===== config.mk =====
export PLATFORM = sky130hd
export DESIGN_NAME = spi_ram_burst_top
export DESIGN_NICKNAME = d
export VERILOG_FILES = /design/src/rtl/spi_ram_pkg.sv /design/src/rtl/spi_ram_sp_mem.sv /design/src/rtl/spi_ram_burst_top.sv
export SDC_FILE = /design/constraint.sdc
export NUM_CORES = 2
export LEC_CHECK = 0
export BUFFER_PORTS_ARGS = -buffer_cell sky130_fd_sc_hd__buf_2
export CAP_MARGIN = 20
export CORE_AREA = 2 2 471 589
export DETAILED_ROUTE_END_ITERATION = 8
export DIE_AREA = 0 0 473 591
export PLACE_DENSITY = 0.42
export SETUP_SLACK_MARGIN = 0.4
export SLEW_MARGIN = 5
export SYNTH_ARGS = -nofsm -noshare
export SYNTH_HDL_FRONTEND = slang
export SYNTH_SLANG_ARGS = --single-unit

===== constraint.sdc =====
create_clock -name clk -period 3.95 [get_ports clk]
set_clock_uncertainty 0.1 [all_clocks]
set_input_delay 0.5925 -clock clk [delete_from_list [all_inputs] [get_ports clk]]
set_output_delay 0.5925 -clock clk [all_outputs]
set_load 0.01 [all_outputs]

===== src/rtl/spi_ram_pkg.sv =====
// Shared constants, state type and configuration check for the SPI RAM endpoint.
package spi_ram_pkg;

  localparam logic [1:0] OP_WR = 2'b00;
  localparam logic [1:0] OP_RD = 2'b01;

  typedef enum logic [2:0] {
    ST_IDLE    = 3'd0,
    ST_OPCODE  = 3'd1,
    ST_ADDR    = 3'd2,
    ST_WR_DATA = 3'd3,
    ST_RD_TURN = 3'd4,
    ST_RD_DATA = 3'd5,
    ST_IGNORE  = 3'd6,
    ST_WAIT_SS = 3'd7
  } state_e;

  // A RAM may not hold more words than the wire address can reach.
  function automatic bit depth_ok(input int addr_w, input int depth);
    return (addr_w >= 1) && (addr_w < 31) && (depth >= 1) &&
           (longint'(depth) <= (longint'(1) << addr_w));
  endfunction

endpackage


===== src/rtl/spi_ram_sp_mem.sv =====
// Single-port synchronous RAM, one-cycle read latency, array left unreset.
module spi_ram_sp_mem #(
  parameter int DATA_W = 8,
  parameter int DEPTH  = 256,
  localparam int AW    = (DEPTH > 1) ? $clog2(DEPTH) : 1
) (
  input  logic              clk,
  input  logic              we,
  input  logic [AW-1:0]     addr,
  input  logic [DATA_W-1:0] din,
  output logic [DATA_W-1:0] dout
);

  logic [DATA_W-1:0] mem_q [DEPTH];

  // Write when enabled; read every cycle from the same address.
  always_ff @(posedge clk) begin
    if (we) mem_q[addr] <= din;
    dout <= mem_q[addr];
  end

endmodule


===== src/rtl/spi_ram_burst_top.sv =====
// SPI slave (clk is the bit clock) fronting a single-port RAM with
// auto-incrementing, wrapping burst write and burst read.
module spi_ram_burst_top
  import spi_ram_pkg::*;
#(
  parameter int DATA_W = 8,
  parameter int ADDR_W = 8,
  parameter int DEPTH  = 2**ADDR_W
) (
  input  logic clk,
  input  logic rst,
  input  logic SS_n,
  input  logic MOSI,
  output logic MISO,
  output logic frame_err
);

  localparam int MEM_AW = (DEPTH > 1) ? $clog2(DEPTH) : 1;
  localparam int CNT_W  = $clog2(((ADDR_W > DATA_W) ? ADDR_W : DATA_W) + 1);
  localparam logic [ADDR_W:0] DEPTH_X = (ADDR_W+1)'(DEPTH);

  if (!depth_ok(ADDR_W, DEPTH)) begin : g_bad_cfg
    $error("spi_ram_burst_top: DEPTH must be between 1 and 2**ADDR_W");
  end

  state_e              state_q, state_d;
  logic [CNT_W-1:0]    cnt_q, cnt_d;
  logic [ADDR_W-1:0]   ptr_q, ptr_d;
  logic [ADDR_W-1:0]   addr_sh_q, addr_sh_d;
  logic [DATA_W-1:0]   dat_sh_q, dat_sh_d;
  logic [DATA_W-1:0]   wdata_q, wdata_d;
  logic                op_q, op_d;
  logic                rd_q, rd_d;
  logic                we_q, we_d;
  logic                miso_q, miso_d;
  logic                err_q, err_d;
  logic                ferr_q, ferr_d;
  logic [DATA_W-1:0]   rd_dout;
  logic [ADDR_W-1:0]   addr_nxt;
  logic [DATA_W-1:0]   wr_nxt;
  logic                mem_we;

  // Address pointer advance, wrapping at the last RAM word.
  function automatic logic [ADDR_W-1:0] ptr_inc(input logic [ADDR_W-1:0] p);
    if ({1'b0, p} == DEPTH_X - 1'b1) return '0;
    return p + 1'b1;
  endfunction

  assign addr_nxt  = ADDR_W'({addr_sh_q, MOSI});
  assign wr_nxt    = DATA_W'({dat_sh_q, MOSI});
  // A write pending on the same edge as reset is dropped.
  assign mem_we    = we_q & ~rst;
  assign MISO      = miso_q;
  assign frame_err = ferr_q;

  spi_ram_sp_mem #(.DATA_W(DATA_W), .DEPTH(DEPTH)) u_mem (
    .clk  (clk),
    .we   (mem_we),
    .addr (ptr_q[MEM_AW-1:0]),
    .din  (wdata_q),
    .dout (rd_dout)
  );

  // Frame decoder: next state, shift registers, pointer and output bits.
  always_comb begin
    state_d   = state_q;
    cnt_d     = cnt_q;
    ptr_d     = ptr_q;
    addr_sh_d = addr_sh_q;
    dat_sh_d  = dat_sh_q;
    wdata_d   = wdata_q;
    op_d      = op_q;
    rd_d      = rd_q;
    we_d      = 1'b0;
    miso_d    = 1'b0;
    err_d     = 1'b0;
    ferr_d    = err_q;  // errors surface one edge after detection
    // The completed word is written this cycle; move on to the next address.
    if (we_q) ptr_d = ptr_inc(ptr_q);
    if (SS_n) begin
      state_d   = ST_IDLE;
      cnt_d     = '0;
      addr_sh_d = '0;
      dat_sh_d  = '0;
      op_d      = 1'b0;
      // Partial write word: dropped, flagged once.
      if (state_q == ST_WR_DATA && cnt_q != '0) err_d = 1'b1;
    end else begin
      case (state_q)
        ST_IDLE: begin
          op_d    = MOSI;
          cnt_d   = '0;
          state_d = ST_OPCODE;
        end
        ST_OPCODE: begin
          if ({op_q, MOSI} == OP_WR || {op_q, MOSI} == OP_RD) begin
            rd_d    = ({op_q, MOSI} == OP_RD);
            state_d = ST_ADDR;
          end else begin
            err_d   = 1'b1;
            state_d = ST_IGNORE;
          end
        end
        ST_ADDR: begin
          addr_sh_d = addr_nxt;
          cnt_d     = cnt_q + 1'b1;
          if (cnt_q == CNT_W'(ADDR_W - 1)) begin
            cnt_d = '0;
            if ({1'b0, addr_nxt} >= DEPTH_X) begin
              err_d   = 1'b1;
              state_d = ST_IGNORE;
            end else begin
              ptr_d   = addr_nxt;
              state_d = rd_q ? ST_RD_TURN : ST_WR_DATA;
            end
          end
        end
        ST_WR_DATA: begin
          dat_sh_d = wr_nxt;
          cnt_d    = cnt_q + 1'b1;
          if (cnt_q == CNT_W'(DATA_W - 1)) begin
            cnt_d    = '0;
            wdata_d  = wr_nxt;
            we_d     = 1'b1;
            dat_sh_d = '0;
          end
        end
        // RAM is being read at ptr; MISO stays low.
        ST_RD_TURN: state_d = ST_RD_DATA;
        ST_RD_DATA: begin
          cnt_d = (cnt_q == CNT_W'(DATA_W - 1)) ? '0 : cnt_q + 1'b1;
          if (cnt_q == '0) begin
            // Word start: take the fetched word and advance so the next
            // word is already read by the time this one ends.
            miso_d   = rd_dout[DATA_W-1];
            dat_sh_d = rd_dout << 1;
            ptr_d    = ptr_inc(ptr_q);
          end else begin
            miso_d   = dat_sh_q[DATA_W-1];
            dat_sh_d = dat_sh_q << 1;
          end
        end
        default: ;  // IGNORE / WAIT_SS: hold until SS_n returns high
      endcase
    end
  end

  // State registers; reset inside a frame parks the FSM until SS_n rises.
  always_ff @(posedge clk) begin
    if (rst) begin
      state_q   <= SS_n ? ST_IDLE : ST_WAIT_SS;
      cnt_q     <= '0;
      ptr_q     <= '0;
      addr_sh_q <= '0;
      dat_sh_q  <= '0;
      wdata_q   <= '0;
      op_q      <= 1'b0;
      rd_q      <= 1'b0;
      we_q      <= 1'b0;
      miso_q    <= 1'b0;
      err_q     <= 1'b0;
      ferr_q    <= 1'b0;
    end else begin
      state_q   <= state_d;
      cnt_q     <= cnt_d;
      ptr_q     <= ptr_d;
      addr_sh_q <= addr_sh_d;
      dat_sh_q  <= dat_sh_d;
      wdata_q   <= wdata_d;
      op_q      <= op_d;
      rd_q      <= rd_d;
      we_q      <= we_d;
      miso_q    <= miso_d;
      err_q     <= err_d;
      ferr_q    <= ferr_d;
    end
  end

endmodule


# Word-level counts from Yosys, hierarchy flattened
# Memories as Yosys holds them, arrays and structs flattened. A register that Yosys moved wholly into a read port is not among the register bits.
# Index checks and enable logic that the tools add are counted.
[totals]
register_bits = 44
mem_bits_rw = 2048
output_inout_bits = 2
word_cells = 78
mem_count = 1
[memory_table]
columns = ["memory", "depth", "word_bits", "read_ports", "rd_clocked_by_memory_dff", "wr", "line_no", "rtl"]
rows = [
  ["u_mem.mem_q", 256, 8, 1, 1, 1, "spi_ram_sp_mem.sv:14", "logic [DATA_W-1:0] mem_q [DEPTH];"],
]
[op_classes]
addsub = 2
n_eq_ne = 9
mux = 33
bitwise = 5
reduce_logical = 16
[ops]
columns = ["op", "count"]
rows = [
  ["8-bit two-way mux", 9],
  ["8-bit one-hot mux with 2 select lines", 2],
  ["3-bit two-way mux", 6],
  ["1-bit two-way mux", 13],
  ["3-bit one-hot mux with 4 select lines", 1],
  ["3-bit OR reduction", 3],
  ["8-bit by 1-bit adder with 8-bit output (second input constant)", 1],
  ["8-bit equality test (second input constant)", 1],
  ["4-bit one-hot mux with 2 select lines", 1],
  ["3-bit by 2-bit equality test with 1-bit output (second input constant)", 2],
  ["3-bit equality test (second input constant)", 2],
  ["3-bit AND reduction", 2],
  ["6-bit nonzero test", 1],
  ["4-bit by 1-bit adder with 4-bit output (second input constant)", 1],
  ["4-bit by 3-bit equality test with 1-bit output (second input constant)", 1],
  ["4-bit logical NOT", 1],
  ["4-bit two-way mux", 1],
  ["4-bit inequality test (second input constant)", 1],
  ["1-bit NOT", 4],
  ["2-bit nonzero test", 2],
  ["4-bit nonzero test", 1],
  ["3-bit by 1-bit equality test with 1-bit output (second input constant)", 1],
  ["3-bit logical NOT", 1],
  ["2-bit by 1-bit equality test with 1-bit output (second input constant)", 1],
  ["other kinds (6)", 6],
]

# Logic depth before layout (Yosys ltp)
[depth]
ltp_word = 9
ltp_mapped = 14
mapped_depth_nobuf = 9

# Cells and area by module
# A second synthesis with hierarchy kept.
[unflattened]
cells_unflattened = 3842
area_unflattened_um2 = 80931.4
[modules_own_cells]
columns = ["mod", "n_inst", "cells_each", "area_per_inst_um2"]
rows = [
  ["spi_ram_sp_mem", 1, 3547, 78492.8],
  ["spi_ram_burst_top", 1, 295, 2438.6],
]

# Worst setup path before layout
# Ideal clock, no wire load.
[synth_timing]
path_type = "reg-to-reg"
start = "register wdata_q[0]"
end = "memory u_mem.mem_q[0][0] (data pin)"
setup_time_ns = 0.856
t_arrival_ns = 3.397
required_ns = 2.994
path_slack_ns = -0.403
path_stages_with_launch = 1
path_cell_list = "dfxtp_1"
[synth_lines]
columns = ["element", "line_no", "rtl"]
rows = [
  ["from (decl)", "spi_ram_burst_top.sv:31", "logic [DATA_W-1:0] wdata_q, wdata_d;"],
  ["from (signal assigned)", "spi_ram_burst_top.sv:169", "wdata_q <= wdata_d;"],
  ["to (decl)", "spi_ram_sp_mem.sv:14", ""],
]
# Straight into the memory's write port.

==> results by stage <==
Yosys:
- The net count of the mapped netlist is 3855.
- Synthesis instantiated 63 different standard cells from the library.
- Among all flip-flop cells after synthesis, the most frequent one is sky130_fd_sc_hd__edfxtp_1.
- Counting flops with an async set or reset pin after synthesis yields a share of 0%.
- The post-synthesis sequential area ratio is 76.51%.
- The warning count from the yosys run is 0.
- The post-synthesis instance total is 3845.
- The synthesized area is 81780 sq um.
- Dividing the synthesized area by the synthesized cell count gives 21.27 sq um.
- The post-synthesis register bit count is 2100.
- The count of flip-flops with a built-in enable after synthesis is 2051.

Floorplanning:
- The area of the core region is 273900 sq um.
- The overall die area is 279500 sq um.
- The standard-cell row count is 215.
- The effective utilization at floorplan is 29.86%.
- The vertical extent of the die is 591 microns.
- The I/O pin count is 6.
- The die is 473 microns wide.

Cells and area:
- The post-route core utilization is 35.00%.
- The commonest non-fill, non-tap cell in the layout is sky130_fd_sc_hd__edfxtp_1.
- The post-route netlist has 29.92% of its cells at a drive strength greater than 1.
- In the layout the commonest cells are sky130_fd_sc_hd__edfxtp_1 (2051), sky130_fd_sc_hd__mux4_2 (567), sky130_fd_sc_hd__buf_4 (346), sky130_fd_sc_hd__nor2_1 (316), sky130_fd_sc_hd__clkbuf_16 (216).
- Compared with the post-synthesis result, the final layout area differs by 17.21%.
- The net count of the finished layout is 4262.

Clock tree:
- CTS placed an instance of sky130_fd_sc_hd__clkbuf_16 at the clock tree root.
- TritonCTS built the clock tree.
- The maximum number of buffers from clock root to sink is 4.
- The clock insertion delay at the later pin of the skew report is 870 ps.
- The clock tree synthesis step divided the H-tree into 4 levels.
- The number of buffers created by CTS is 214.
- The clock-pin transition on the worst setup and hold timing paths is 60 ps.
- The clock drives 2100 sinks.

Place:
- The congestion estimate from routability-driven global placement came to 0.8493.
- Detailed placement ended at an HPWL of 160300 microns.
- Buffers placed on the I/O ports in this run total 5.
- The worst-case setup slack after placement is -302.0 ps.

Power:
- The power per cell area is 460.4 nW/um^2.
- Summing internal, switching and leakage power gives 44.13 mW.
- The leakage power figure is 30.57 nW.
- VDD sags by at most 0.3133 mV.

Global routing:
- The total routing resource utilization after global routing is 17.83%.
- The maximum number of pins on one net before global-route repair is 158.
- The first global-routing pass estimated 348600 microns of wire.
- The number of antenna violations at the first check in global routing is 19.
- The via count of the first global-routing pass was 41760.
- For this run the aggregate overflow at the end of global routing stands at 0.

Route:
- The violation count after the first detailed-route iteration is 3971.
- Dividing the detail-routed via count by the number of cells gives 5.055.
- The via count is 40410.
- The average routed wire per standard cell is 31.64 microns.
- In this run the remaining antenna-violating nets after routing total 0.
- The first detailed-routing pass took 5 iterations.
- The total length of routed wires is 253000 microns.
- After detailed routing, the number of remaining DRC violations is 0.

STA:
- The number of hold violations in the final report came to 0.
- The worst path meets setup with 403.5 ps of slack.
- The count of final setup violators is 0.
- The shortest period the worst path allows is 3547 ps.
- Setup repair after global routing could not meet its margin everywhere.
- The pin slew with the least headroom to its limit is 1159 ps.
- The relative slew slack is 22.74%.
- The number of max-slew violations in the final report is 0.
- The maximum clock rate is 282.0 MHz.
- After layout, the worst path uses 89.79% of the clock period.

Critical path:
- The arrival time at the worst endpoint is 4210 ps.
- The required time of the critical path is 4620 ps.
- The length in cells of the worst reg-to-reg path is 11.
- The startpoint kind of the worst setup timing path is a register.
- The largest driver fanout on the critical path is 14.
- The worst setup path is captured at a register.
- The critical path in this run is classified as register to register.
- The worst register-to-register path has a setup slack of 400 ps.

Run status:
- The flow ran to the end, and the final reports show no timing, DRC or antenna violations.

Flow run:
- The number of maximum-capacitance violations is 0.

Worst hold path:
- The count of cells along the worst hold path is 3.
- The class of the worst hold path is input pin to register.
logic make-up after synthesis:
kind of cell / after synthesis / synth area share [%]
AOI/OAI and AO/OA: 209 / 1.755
xor gates and xnor gates: 9 / 0.09639
adders and majority gates: 6 / 0.09179
buffers and inverters: 246 / 1.463
DFF: 2100 / 76.51
muxes: 664 / 16.81
and+or+nand+nor: 611 / 3.282
synthesized netlist by cell type (7+ instances only):
library cell | number | area (sq um)
sky130_fd_sc_hd__and3_1 | 21 | 131.4
sky130_fd_sc_hd__nor4_1 | 12 | 75.07
sky130_fd_sc_hd__and2_1 | 8 | 50.05
sky130_fd_sc_hd__nor3_1 | 20 | 100.1
sky130_fd_sc_hd__a21oi_1 | 54 | 270.3
sky130_fd_sc_hd__dfxtp_1 | 49 | 980.9
sky130_fd_sc_hd__xnor2_1 | 7 | 61.31
sky130_fd_sc_hd__buf_2 | 80 | 400.4
sky130_fd_sc_hd__mux4_2 | 567 | 12770
sky130_fd_sc_hd__a31oi_1 | 7 | 43.79
sky130_fd_sc_hd__o22ai_1 | 22 | 137.6
sky130_fd_sc_hd__o21ai_0 | 21 | 105.1
sky130_fd_sc_hd__buf_1 | 34 | 127.6
sky130_fd_sc_hd__nand2_1 | 115 | 431.7
sky130_fd_sc_hd__buf_6 | 12 | 135.1
sky130_fd_sc_hd__a22oi_1 | 22 | 165.2
sky130_fd_sc_hd__clkbuf_1 | 85 | 319.1
sky130_fd_sc_hd__edfxtp_1 | 2051 | 61590
sky130_fd_sc_hd__nor2_1 | 320 | 1201
sky130_fd_sc_hd__o32ai_1 | 8 | 70.07
sky130_fd_sc_hd__nand3_1 | 40 | 200.2
sky130_fd_sc_hd__nor2b_1 | 32 | 200.2
sky130_fd_sc_hd__buf_4 | 22 | 165.2
sky130_fd_sc_hd__mux2i_1 | 93 | 930.9
sky130_fd_sc_hd__nand4_1 | 14 | 87.58
sky130_fd_sc_hd__inv_1 | 10 | 37.54
sky130_fd_sc_hd__a211oi_1 | 10 | 75.07
sky130_fd_sc_hd__a221oi_1 | 12 | 105.1
sky130_fd_sc_hd__a2111oi_0 | 11 | 96.34
state kept, by name, summed over array words and instances, names as in the netlist:
name,count
u_mem.mem_q,2048
dat_sh_q,8
ptr_q,8
u_mem.dout,8
wdata_q,8
addr_sh_q,7
cnt_q,4
state_q,3
MISO,1
err_q,1
frame_err,1
op_q,1
rd_q,1
we_q,1
what timing repair did:
item                                   in CTS  in global routing
cloned                                      3                  1
setup endpoints to repair                  39                  4
hold buffers                                2                  0
setup buffers                               9                  1
endpoints found under the hold margin       7                  0
resized for setup                          12                  5
pin swaps                                   2                  3
per-stage QoR:
step	area (sq um)	hold WS, ps	std cells	TNS (ps)
2_1_floorplan	81790	313.8	3845	0
3_3_place_gp	88840	350.5	7588	-913.6
3_5_place_dp	88900	359.1	7594	-359.2
4_1_cts	95710	54.12	7984	0
5_1_grt	95860	91.76	7994	0
6_report	95860	122.8	7995	0
critical path: stages, from the launching register on:
cell and delay [ps]:
sky130_fd_sc_hd__dfxtp_4 430, sky130_fd_sc_hd__buf_6 200, sky130_fd_sc_hd__buf_16 210, sky130_fd_sc_hd__mux4_2 600
sky130_fd_sc_hd__a22o_1 270, sky130_fd_sc_hd__a221oi_1 230, sky130_fd_sc_hd__buf_4 200, sky130_fd_sc_hd__nor3_1 50
sky130_fd_sc_hd__o31ai_1 310, sky130_fd_sc_hd__nand4_1 380, sky130_fd_sc_hd__buf_4 270, sky130_fd_sc_hd__a21o_1 140
routing by layer:
metal / share of wire [%] / GRT usage (%) / vias up
li1: - / - / 16830
met1: 41 / 23.08 / 22100
met2: 50 / 29.97 / 1087
met3: 4.9 / 3.029 / 390
met4: 4.0 / 6.766 / 6
met5: 0.015 / 0 / -
final cells by class:
type	instances	area [sq um]
tap	3580	4479
sequential	2100	62620
inverter	13	48.80
multi-input combinational	1499	18130
fill	25530	178000
clock buffer	263	5560
timing repair buffer	424	4073
clock inverter	113	940.9
antenna	3	7.507
final timing paths:
path / startpoint / endpoint
setup / recovery: ptr_q[0]$_SDFF_PP0_ / u_mem.dout[1]$_DFF_P_
hold / removal: rst / wdata_q[0]$_SDFFE_PP0P_
setup reg to reg: ptr_q[0]$_SDFF_PP0_ / u_mem.dout[1]$_DFF_P_
hold reg to reg: addr_sh_q[6]$_SDFFE_PP0P_ / addr_sh_q[6]$_SDFFE_PP0P_
power by group:
group | leakage, nW | switching, mW | internal (mW)
registers | 20.8 | 0.0222 | 24.1
logic | 6.58 | 0.317 | 0.239
clock network | 3.19 | 8.53 | 11.0
total | 30.6 | 8.87 | 35.3
Power figures use the tool's default switching activity.
